===== config.mk =====
export PLATFORM = sky130hd
export DESIGN_NAME = lsu_bus_wb_queue_flat
export DESIGN_NICKNAME = d
export VERILOG_FILES = /design/src/rtl/lsu_bus_wb_queue_if.sv /design/src/rtl/lsu_bus_wb_queue.sv /design/src/flat_wrapper.sv
export SDC_FILE = /design/constraint.sdc
export NUM_CORES = 1
export LEC_CHECK = 0
export CORE_ASPECT_RATIO = 0.6
export CORE_MARGIN = 4
export CORE_UTILIZATION = 55
export CTS_BUF_LIST = sky130_fd_sc_hd__clkbuf_2
export CTS_CLUSTER_SIZE = 28
export DETAILED_ROUTE_END_ITERATION = 8
export GPL_ROUTABILITY_DRIVEN = 1
export PLACE_DENSITY = 0.79
export REMOVE_ABC_BUFFERS = 1
export SETUP_SLACK_MARGIN = 0.3
export SYNTH_ARGS = -nofsm -noshare
export SYNTH_HDL_FRONTEND = slang
export SYNTH_SLANG_ARGS = --single-unit
export TNS_END_PERCENT = 30

===== constraint.sdc =====
create_clock -name clk -period 3.8 [get_ports clk]
set_input_delay 0.76 -clock clk [delete_from_list [all_inputs] [get_ports clk]]
set_output_delay 0.76 -clock clk [all_outputs]
set_load 0.02 [all_outputs]

===== src/rtl/lsu_bus_wb_queue_if.sv =====
// Bus-completion and writeback-arbiter signals of the LSU bus writeback queue.
// The slave modport is the queue's view, and the master modport is the environment's view.
interface lsu_bus_wb_queue_if #(
  parameter int ROB_INDEX_WIDTH    = 4,
  parameter int PHY_REG_ADDR_WIDTH = 6,
  parameter int XLEN               = 64
);
  // Handshakes: a completion transfers when bus_resp_vld_i & bus_resp_rdy_o are
  // both high at a rising edge. The head transfers when bus_wb_arb_wb_vld_o &
  // wb_arb_bus_rdy_i are both high. A valid source holds its payload until the transfer.
  logic                          bus_resp_vld_i;
  logic                          bus_resp_rdy_o;
  logic [ROB_INDEX_WIDTH-1:0]    bus_resp_rob_index_i;
  logic                          bus_resp_is_load_i;
  logic [PHY_REG_ADDR_WIDTH-1:0] bus_resp_rd_addr_i;
  logic [XLEN-1:0]               bus_resp_data_i;
  logic [2:0]                    bus_resp_offset_i;
  logic [1:0]                    bus_resp_size_i;
  logic                          bus_resp_unsigned_i;

  logic                          bus_wb_arb_wb_vld_o;
  logic [ROB_INDEX_WIDTH-1:0]    bus_wb_arb_wb_rob_index_o;
  logic                          bus_wb_arb_prf_wb_vld_o;
  logic [PHY_REG_ADDR_WIDTH-1:0] bus_wb_arb_prf_wb_rd_addr_o;
  logic [XLEN-1:0]               bus_wb_arb_prf_wb_data_o;
  logic                          wb_arb_bus_rdy_i;

  modport slave (
    input  bus_resp_vld_i, bus_resp_rob_index_i, bus_resp_is_load_i,
           bus_resp_rd_addr_i, bus_resp_data_i, bus_resp_offset_i,
           bus_resp_size_i, bus_resp_unsigned_i, wb_arb_bus_rdy_i,
    output bus_resp_rdy_o, bus_wb_arb_wb_vld_o, bus_wb_arb_wb_rob_index_o,
           bus_wb_arb_prf_wb_vld_o, bus_wb_arb_prf_wb_rd_addr_o,
           bus_wb_arb_prf_wb_data_o
  );

  modport master (
    output bus_resp_vld_i, bus_resp_rob_index_i, bus_resp_is_load_i,
           bus_resp_rd_addr_i, bus_resp_data_i, bus_resp_offset_i,
           bus_resp_size_i, bus_resp_unsigned_i, wb_arb_bus_rdy_i,
    input  bus_resp_rdy_o, bus_wb_arb_wb_vld_o, bus_wb_arb_wb_rob_index_o,
           bus_wb_arb_prf_wb_vld_o, bus_wb_arb_prf_wb_rd_addr_o,
           bus_wb_arb_prf_wb_data_o
  );
endinterface


===== src/rtl/lsu_bus_wb_queue.sv =====
// In-order FIFO of formatted bus load/store completions feeding the LSU writeback arbiter.
// Load data is shifted, truncated and extended at enqueue, so the head is a pure register read.
module lsu_bus_wb_queue #(
  parameter int DEPTH              = 4,
  parameter int ROB_INDEX_WIDTH    = 4,
  parameter int PHY_REG_ADDR_WIDTH = 6,
  parameter int XLEN               = 64
) (
  input  logic clk,
  input  logic rstn,
  input  logic flush_i,
  lsu_bus_wb_queue_if.slave bus
);
  localparam int AW = $clog2(DEPTH);
  localparam int CW = AW + 1;
  localparam logic [CW-1:0] FULL_COUNT = CW'(DEPTH);

  typedef struct packed {
    logic [ROB_INDEX_WIDTH-1:0]    rob_index;
    logic                          prf_vld;
    logic [PHY_REG_ADDR_WIDTH-1:0] rd_addr;
    logic [XLEN-1:0]               data;
  } entry_t;

  entry_t          mem [DEPTH];
  entry_t          wr_entry;
  entry_t          head;
  logic [AW-1:0]   wr_ptr;
  logic [AW-1:0]   rd_ptr;
  logic [CW-1:0]   count;
  logic            not_empty;
  logic            push;
  logic            pop;

  // Misaligned offset/size pairs are not rejected; they simply shift then truncate.
  function automatic logic [XLEN-1:0] format_load(
    input logic [XLEN-1:0] raw,
    input logic [2:0]      offset,
    input logic [1:0]      size,
    input logic            is_unsigned
  );
    logic [XLEN-1:0] shifted;
    logic [XLEN-1:0] res;
    shifted = raw >> {offset, 3'b000};
    case (size)
      2'd0:    res = {{56{~is_unsigned & shifted[7]}},  shifted[7:0]};
      2'd1:    res = {{48{~is_unsigned & shifted[15]}}, shifted[15:0]};
      2'd2:    res = {{32{~is_unsigned & shifted[31]}}, shifted[31:0]};
      default: res = shifted;
    endcase
    return res;
  endfunction

  assign not_empty          = (count != '0);
  assign bus.bus_resp_rdy_o = (count != FULL_COUNT);
  assign push = bus.bus_resp_vld_i & bus.bus_resp_rdy_o & ~flush_i;
  assign pop  = not_empty & bus.wb_arb_bus_rdy_i & ~flush_i;

  always_comb begin
    wr_entry           = '0;
    wr_entry.rob_index = bus.bus_resp_rob_index_i;
    wr_entry.prf_vld   = bus.bus_resp_is_load_i & (bus.bus_resp_rd_addr_i != '0);
    wr_entry.rd_addr   = bus.bus_resp_rd_addr_i;
    wr_entry.data      = format_load(bus.bus_resp_data_i, bus.bus_resp_offset_i,
                                     bus.bus_resp_size_i, bus.bus_resp_unsigned_i);
  end

  // Payload storage is only ever observed through a non-empty count, so it needs no reset.
  always_ff @(posedge clk) begin
    if (push) mem[wr_ptr] <= wr_entry;
  end

  always_ff @(posedge clk or negedge rstn) begin
    if (!rstn) begin
      wr_ptr <= '0;
      rd_ptr <= '0;
      count  <= '0;
    end else if (flush_i) begin
      wr_ptr <= '0;
      rd_ptr <= '0;
      count  <= '0;
    end else begin
      if (push) wr_ptr <= wr_ptr + AW'(1);
      if (pop)  rd_ptr <= rd_ptr + AW'(1);
      case ({push, pop})
        2'b10:   count <= count + CW'(1);
        2'b01:   count <= count - CW'(1);
        default: count <= count;
      endcase
    end
  end

  assign head = mem[rd_ptr];

  assign bus.bus_wb_arb_wb_vld_o         = not_empty;
  assign bus.bus_wb_arb_wb_rob_index_o   = not_empty ? head.rob_index : '0;
  assign bus.bus_wb_arb_prf_wb_vld_o     = not_empty & head.prf_vld;
  assign bus.bus_wb_arb_prf_wb_rd_addr_o = not_empty ? head.rd_addr : '0;
  assign bus.bus_wb_arb_prf_wb_data_o    = not_empty ? head.data : '0;
endmodule


===== src/flat_wrapper.sv =====
// flat-port wrapper written by rule: the top's interface ports become plain ports
module lsu_bus_wb_queue_flat 
#(
  parameter int DEPTH              = 4,
  parameter int ROB_INDEX_WIDTH    = 4,
  parameter int PHY_REG_ADDR_WIDTH = 6,
  parameter int XLEN               = 64
)
  (clk, rstn, flush_i, bus_bus_resp_vld_i, bus_bus_resp_rob_index_i, bus_bus_resp_is_load_i, bus_bus_resp_rd_addr_i, bus_bus_resp_data_i, bus_bus_resp_offset_i, bus_bus_resp_size_i, bus_bus_resp_unsigned_i, bus_wb_arb_bus_rdy_i, bus_bus_resp_rdy_o, bus_bus_wb_arb_wb_vld_o, bus_bus_wb_arb_wb_rob_index_o, bus_bus_wb_arb_prf_wb_vld_o, bus_bus_wb_arb_prf_wb_rd_addr_o, bus_bus_wb_arb_prf_wb_data_o);
  lsu_bus_wb_queue_if #(.ROB_INDEX_WIDTH(ROB_INDEX_WIDTH), .PHY_REG_ADDR_WIDTH(PHY_REG_ADDR_WIDTH), .XLEN(XLEN)) bus_i ();
  input  logic clk;
  input  logic rstn;
  input  logic flush_i;
  input wire logic [$bits(bus_i.bus_resp_vld_i)-1:0] bus_bus_resp_vld_i;
  input wire logic [$bits(bus_i.bus_resp_rob_index_i)-1:0] bus_bus_resp_rob_index_i;
  input wire logic [$bits(bus_i.bus_resp_is_load_i)-1:0] bus_bus_resp_is_load_i;
  input wire logic [$bits(bus_i.bus_resp_rd_addr_i)-1:0] bus_bus_resp_rd_addr_i;
  input wire logic [$bits(bus_i.bus_resp_data_i)-1:0] bus_bus_resp_data_i;
  input wire logic [$bits(bus_i.bus_resp_offset_i)-1:0] bus_bus_resp_offset_i;
  input wire logic [$bits(bus_i.bus_resp_size_i)-1:0] bus_bus_resp_size_i;
  input wire logic [$bits(bus_i.bus_resp_unsigned_i)-1:0] bus_bus_resp_unsigned_i;
  input wire logic [$bits(bus_i.wb_arb_bus_rdy_i)-1:0] bus_wb_arb_bus_rdy_i;
  output wire logic [$bits(bus_i.bus_resp_rdy_o)-1:0] bus_bus_resp_rdy_o;
  output wire logic [$bits(bus_i.bus_wb_arb_wb_vld_o)-1:0] bus_bus_wb_arb_wb_vld_o;
  output wire logic [$bits(bus_i.bus_wb_arb_wb_rob_index_o)-1:0] bus_bus_wb_arb_wb_rob_index_o;
  output wire logic [$bits(bus_i.bus_wb_arb_prf_wb_vld_o)-1:0] bus_bus_wb_arb_prf_wb_vld_o;
  output wire logic [$bits(bus_i.bus_wb_arb_prf_wb_rd_addr_o)-1:0] bus_bus_wb_arb_prf_wb_rd_addr_o;
  output wire logic [$bits(bus_i.bus_wb_arb_prf_wb_data_o)-1:0] bus_bus_wb_arb_prf_wb_data_o;
  assign bus_i.bus_resp_vld_i = bus_bus_resp_vld_i;
  assign bus_i.bus_resp_rob_index_i = bus_bus_resp_rob_index_i;
  assign bus_i.bus_resp_is_load_i = bus_bus_resp_is_load_i;
  assign bus_i.bus_resp_rd_addr_i = bus_bus_resp_rd_addr_i;
  assign bus_i.bus_resp_data_i = bus_bus_resp_data_i;
  assign bus_i.bus_resp_offset_i = bus_bus_resp_offset_i;
  assign bus_i.bus_resp_size_i = bus_bus_resp_size_i;
  assign bus_i.bus_resp_unsigned_i = bus_bus_resp_unsigned_i;
  assign bus_i.wb_arb_bus_rdy_i = bus_wb_arb_bus_rdy_i;
  assign bus_bus_resp_rdy_o = bus_i.bus_resp_rdy_o;
  assign bus_bus_wb_arb_wb_vld_o = bus_i.bus_wb_arb_wb_vld_o;
  assign bus_bus_wb_arb_wb_rob_index_o = bus_i.bus_wb_arb_wb_rob_index_o;
  assign bus_bus_wb_arb_prf_wb_vld_o = bus_i.bus_wb_arb_prf_wb_vld_o;
  assign bus_bus_wb_arb_prf_wb_rd_addr_o = bus_i.bus_wb_arb_prf_wb_rd_addr_o;
  assign bus_bus_wb_arb_prf_wb_data_o = bus_i.bus_wb_arb_prf_wb_data_o;
  lsu_bus_wb_queue #(.DEPTH(DEPTH), .ROB_INDEX_WIDTH(ROB_INDEX_WIDTH), .PHY_REG_ADDR_WIDTH(PHY_REG_ADDR_WIDTH), .XLEN(XLEN)) u_core (.clk(clk), .rstn(rstn), .flush_i(flush_i), .bus(bus_i));
endmodule

# --- Word-level counts from Yosys, hierarchy flattened ---
# Memories as Yosys holds them, arrays and structs flattened.
# Cells that the tools add are included.
word_totals:
  out_inout_bits: 77
  wordCells: 43
  register_bits: 7
  memories: 1
  ramBits: 300
  input_bits: 86
mem_list:
  columns: ["memory", "depth", "width", "rd", "rd_clocked_by_memory_dff", "wr", "line", "text"]
  rows:
  - ["u_core.mem", 4, 75, 1, 0, 1, "lsu_bus_wb_queue.sv:25", "entry_t mem [DEPTH];"]
op_classes:
  muxes: 12
  shifts: 1
  bitwise_logic: 11
  addsub: 4
  n_eq_ne: 5
  reduce_logical: 6
op_table:
  columns: ["cell", "n"]
  rows:
  - ["64-bit case mux with 3 select lines", 1]
  - ["64-bit 2-to-1 mux", 1]
  - ["64-bit by 6-bit right shift with 64-bit output", 1]
  - ["1-bit AND", 9]
  - ["2-bit 2-to-1 mux", 4]
  - ["6-bit 2-to-1 mux", 1]
  - ["3-bit case mux with 2 select lines", 1]
  - ["3-bit nonzero test", 2]
  - ["6-bit nonzero test", 1]
  - ["2-bit by 1-bit adder with 2-bit output (second input constant)", 2]
  - ["2-bit by 1-bit equality test with 1-bit output (second input constant)", 2]
  - ["2-bit equality test (second input constant)", 2]
  - ["4-bit 2-to-1 mux", 1]
  - ["2-bit nonzero test", 2]
  - ["3-bit by 1-bit adder with 3-bit output (second input constant)", 1]
  - ["3-bit 2-to-1 mux", 1]
  - ["3-bit inequality test (second input constant)", 1]
  - ["3-bit by 1-bit subtractor with 3-bit output (second input constant)", 1]
  - ["2-bit logical NOT", 1]
  - ["1-bit 2-to-1 mux", 2]
  - ["1-bit inverter", 2]

# --- Logic depth before layout (Yosys ltp) ---
depth:
  word_depth: 6
  mapped_depth: 7
  mapped_depth_nobuf: 6

# --- Least setup slack after synthesis ---
# No wires, ideal clock.
synth_path:
  kind: "input port to flip-flop"
  start: "input flush_i"
  end: "memory u_core.mem[0][0] in the netlist's numbering, enable pin"
  arrival_ns: 2.882
  slack_ns: 0.476
  stages: 3
  n_path_buf: 1
  required_time_ns: 3.358
  cell_sequence: "clkbuf_1 -> nor2_1 -> and2_1"
synth_via:
  elab_chain_len: 4
synth_rtl:
  columns: ["item", "line", "text"]
  rows:
  - ["start: declaration", "flat_wrapper.sv:13", "input logic flush_i;"]
  - ["1-bit inverter", "lsu_bus_wb_queue.sv:56", "assign push = bus.bus_resp_vld_i & bus.bus_resp_rdy_o & ~flush_i;"]
  - ["1-bit AND", "lsu_bus_wb_queue.sv:56", null]
  - ["1-bit 2-to-1 mux", "lsu_bus_wb_queue.sv:70", "if (push) mem[wr_ptr] <= wr_entry;"]
  - ["1-bit 2-to-1 mux (not written as such)", "lsu_bus_wb_queue.sv:70", null]
  - ["end: declaration", "lsu_bus_wb_queue.sv:25", null]
# No other way between the ends.

# --- Final worst setup path ---
layout_path:
  start: "register u_core.rd_ptr[0]"
  end: "output bus_bus_wb_arb_prf_wb_data_o[9]"
layout_via:
  elab_chain_len: 2
layout_rtl:
  columns: ["item", "line", "text"]
  rows:
  - ["start: declaration", "lsu_bus_wb_queue.sv:29", "logic [AW-1:0] rd_ptr;"]
  - ["start signal: assignment", "lsu_bus_wb_queue.sv:84", "if (pop) rd_ptr <= rd_ptr + AW'(1);"]
  - ["memory read 4 x 75 bit", null, null]
  - ["64-bit 2-to-1 mux", "lsu_bus_wb_queue.sv:99", "assign bus.bus_wb_arb_prf_wb_data_o = not_empty ? head.data : '0;"]
  - ["end: declaration", "flat_wrapper.sv:28", "output wire logic [$bits(bus_i.bus_wb_arb_prf_wb_data_o)-1:0] bus_bus_wb_arb_prf_wb_data_o;"]
# No other way between the ends.

==> results.txt <==
- Clock latency reported for the late side of the worst-skew pair: 0.87 ns
* F_max: 284 MHz
- Post-synth EDFFs: 300
* Total track usage: 25.7%
- Start point of the critical path: u_core.rd_ptr[0]$_DFFE_PN0P_
- Worst min-delay path category: in2async
- Clock buffers created by TritonCTS: 70
- Portion of synthesized cell area occupied by the leading cell type: 63.8%
- Footprint of the flip-flops and latches: 0.00919 mm^2
- Summing every instance area after synthesis gives 0.0141 mm^2.
- The number of cells on the worst reg-to-reg path is 6.
* Dpl ws: 0.555 ns
- Number of detailed-route iterations in the first pass: 5
- The first global-routing pass estimated 55,200 um of wire.
- Largest voltage drop on the vdd net: 0.301 mV
- Power per cell area: 600 mW/mm^2
- Worst slew pin tran: 0.766 ns
* Placed standard-cell area: 0.0161 mm^2
- Buffer type at the clock tree root: clkbuf_2
* Sequential share of the synthesized area: 65.1%
- Overflow left after global routing: 0
* Finished layout cell area: 0.0170 mm^2
- Max-Slew Margin vs Limit: 48.8%
* Quantity of I/O buffers inserted on ports: 162
- Number of synthesized register bits: 307
* Required time worst endpoint: 3.04 ns
* Final WL: 36,800 um
- Following the worst setup path forward leads to its endpoint at bus_bus_wb_arb_prf_wb_data_o[9].
* Count of hold-fix buffers inserted at cts: 0
- The total count of hold-check failures in the final report came to 0.
- Number of clock sinks: 307
* Die outline width: 215 um
- Counting distinct cell types in the post-synthesis netlist gives 50.
- H-tree Lvls: 3
* Nets: 1,100
* Clock-pin slew on the worst setup and hold paths: 0.11 ns
- Most used standard cells in the synthesized netlist: edfxtp_1, mux4_2, and2_1
- After the first detailed-routing iteration, the DRC count stood at 893.
- Entering global routing, the biggest net connects 42 pins.
- Share of flip-flops with an asynchronous set or reset after synthesis: 2.28%
- RePlAce Congestion: 0.815
* Fraction of final layout cells sized beyond drive strength 1: 30.9%
- Antenna violations before repair: 1
* Mean Syn Cell Area: 18.0 um^2
- Detailed routing inserted a total of 8,740 vias.
- Area enclosed by the die boundary: 0.0284 mm^2
- RR Endpoint: u_core.mem[2][10]$_DFFE_PP_
- Worst reg2reg startpoint: u_core.count[2]$_DFFE_PN0P_
* Core Rows: 45
- In the routed design, unresolved DRC markers number 0.
- edfxtp_1 is the most common cell in the netlist.
- The final number of max-transition violations came to 0.
- In the synthesized netlist the dominant register cell turns out to be edfxtp_1.
* Arrival time of data at the critical path endpoint: 2.76 ns
- Top post-synthesis cells by area: edfxtp_1, mux4_2, and2_1, mux2i_1, dfrtp_1
- Routed WL per cell: 26.5 um
- Setup violation total in the final timing report: 0
* Cell count after synthesis: 785
- Across the run, the number of max-cap violations was 0.
* Pwr Total: 10.2 mW
- The area growth from synthesis to layout is 20.3%.
- Die span in y: 132 um
- Io pins: 163
- edfxtp_1 takes more of the synthesized area than any other cell.
- Once routing completed, OpenROAD measured the worst setup slack at 0.279 ns.
- Diodes inserted: 0
- ANT nets after route: 0
* Critical path fanouts, max: 10
- The flow ran to the end, and the final reports show no timing, DRC or antenna violations.
- TritonCTS clock tree: built
- Using the TritonRoute via totals, the vias-per-cell ratio works out to 6.30.
- The clock period could shrink to 3.52 ns.
- Area used by multi-input combinational logic: 0.00457 mm^2
- No sink is reached through more buffers than the 3 on the longest clock path.
* Layout Utilization: 67.1%
- For this run, the number of Yosys warnings is 0.
- After layout, the worst path uses 92.7% of the clock period.
- Across the routed clock network, the largest skew measured is 0.0622 ns.
* Nature of the critical path endpoint: primary output
- The worst setup path is of the reg2out kind.
- The number of global-route vias before repair was 8,852.
* Count of filler cells inserted in the layout: 1,778
- For this design the static power due to leakage is 6.14 nW.
- Setup repair after global routing missed its margin: true
- In this run the standard cell core region covers 0.0253 mm^2.
- Setup TNS: 0 ns
- After legalization and detailed placement, the total HPWL measured 21,800 um.
- The initial utilization of the core area, before any placement, comes to 55.8%.
- STA classifies the critical path startpoint as a flip-flop.
- R2r setup slk: 1.25 ns
-- cell families after synthesis --
logic type                 synth area share, %
xor gates and xnor gates                 0.346
buffers and inverters                     2.94
and+or+nand+nor                           7.47
adders and majority gates                0.497
muxes                                     20.5
AOI/OAI and AO/OA                         3.20
DFF                                       65.1
-- report_power, final --
part	internal [mW]	switching [mW]	total [mW]
clock	0.718	1.28	2.00
sequential	3.98	0.0978	4.08
combinational	1.95	2.16	4.11
total	6.65	3.54	10.2
-- critical path, stage by stage (launching register included) --
cell	delay, ns
dfrtp_4	0.54
buf_12	0.15
buf_4	0.14
buf_16	0.16
mux4_2	0.46
and2_1	0.17
dlygate4sd2_1	0.31
-- state kept, by name, summed over array words and instances, names as in the netlist --
signal	count
u_core.rd_ptr	2
u_core.mem	300
u_core.wr_ptr	2
u_core.count	3
-- worst min-delay path by stage --
stage                                             from                      endpoint  cells after the start
after floorplan                                   rstn   u_core.count[0]$_DFFE_PN0P_                      0
after global placement    u_core.wr_ptr[1]$_DFFE_PN0P_  u_core.wr_ptr[1]$_DFFE_PN0P_                      2
after detailed placement  u_core.wr_ptr[1]$_DFFE_PN0P_  u_core.wr_ptr[1]$_DFFE_PN0P_                      2
after CTS                                         rstn   u_core.count[2]$_DFFE_PN0P_                      1
after global routing                              rstn   u_core.count[2]$_DFFE_PN0P_                      1
final                                             rstn   u_core.count[2]$_DFFE_PN0P_                      1
-- through the flow --
stage	instances	hold WS [ns]
final	1387	0.165
after global routing	1387	0.0712
after CTS	1383	0.107
after detailed placement	1245	0.583
after global placement	1245	0.580
after floorplan	723	0.464
-- layout make-up --
| cell class | instances | share of cell area (%) |
|---|---|---|
| sequential | 307 | 54.2 |
| multi-input combinational | 413 | 26.9 |
| timing repair buffer | 212 | 12.9 |
| clock buffer | 103 | 3.04 |
| tap | 329 | 2.43 |
| clock inverter | 18 | 0.406 |
| inverter | 5 | 0.111 |
-- repair_timing --
item                                    4_1_cts  5_1_grt
endpoints found under the hold margin         0        0
setup buffers                                 9        3
gates cloned                                  8        1
endpoints found under the setup margin       76       71
pin swaps                                     1        0
resized for setup                           115       72
-- metal layers --
layer,track usage (%),wire [um],vias to the layer above
li1,-,-,3701
met1,37.3,15400,4469
met2,37.9,16800,514
met3,8.75,3860,56
met4,7.16,652,0
met5,0,0,-
-- placed cells by master, fill, tap and decap left out, types with 14 or more instances in the layout --
| cell type | synthesis | routed |
|---|---|---|
| and2_1 | 80 | 66 |
| and2_4 | 0 | 14 |
| buf_4 | 13 | 40 |
| clkbuf_2 | 1 | 105 |
| clkdlybuf4s50_1 | 0 | 84 |
| dlygate4sd2_1 | 0 | 41 |
| edfxtp_1 | 300 | 300 |
| mux2i_1 | 44 | 44 |
| mux4_2 | 103 | 103 |
| nand2_1 | 38 | 38 |
| nand3_1 | 15 | 15 |
| nand4_1 | 27 | 27 |
Power figures use the tool's default switching activity.
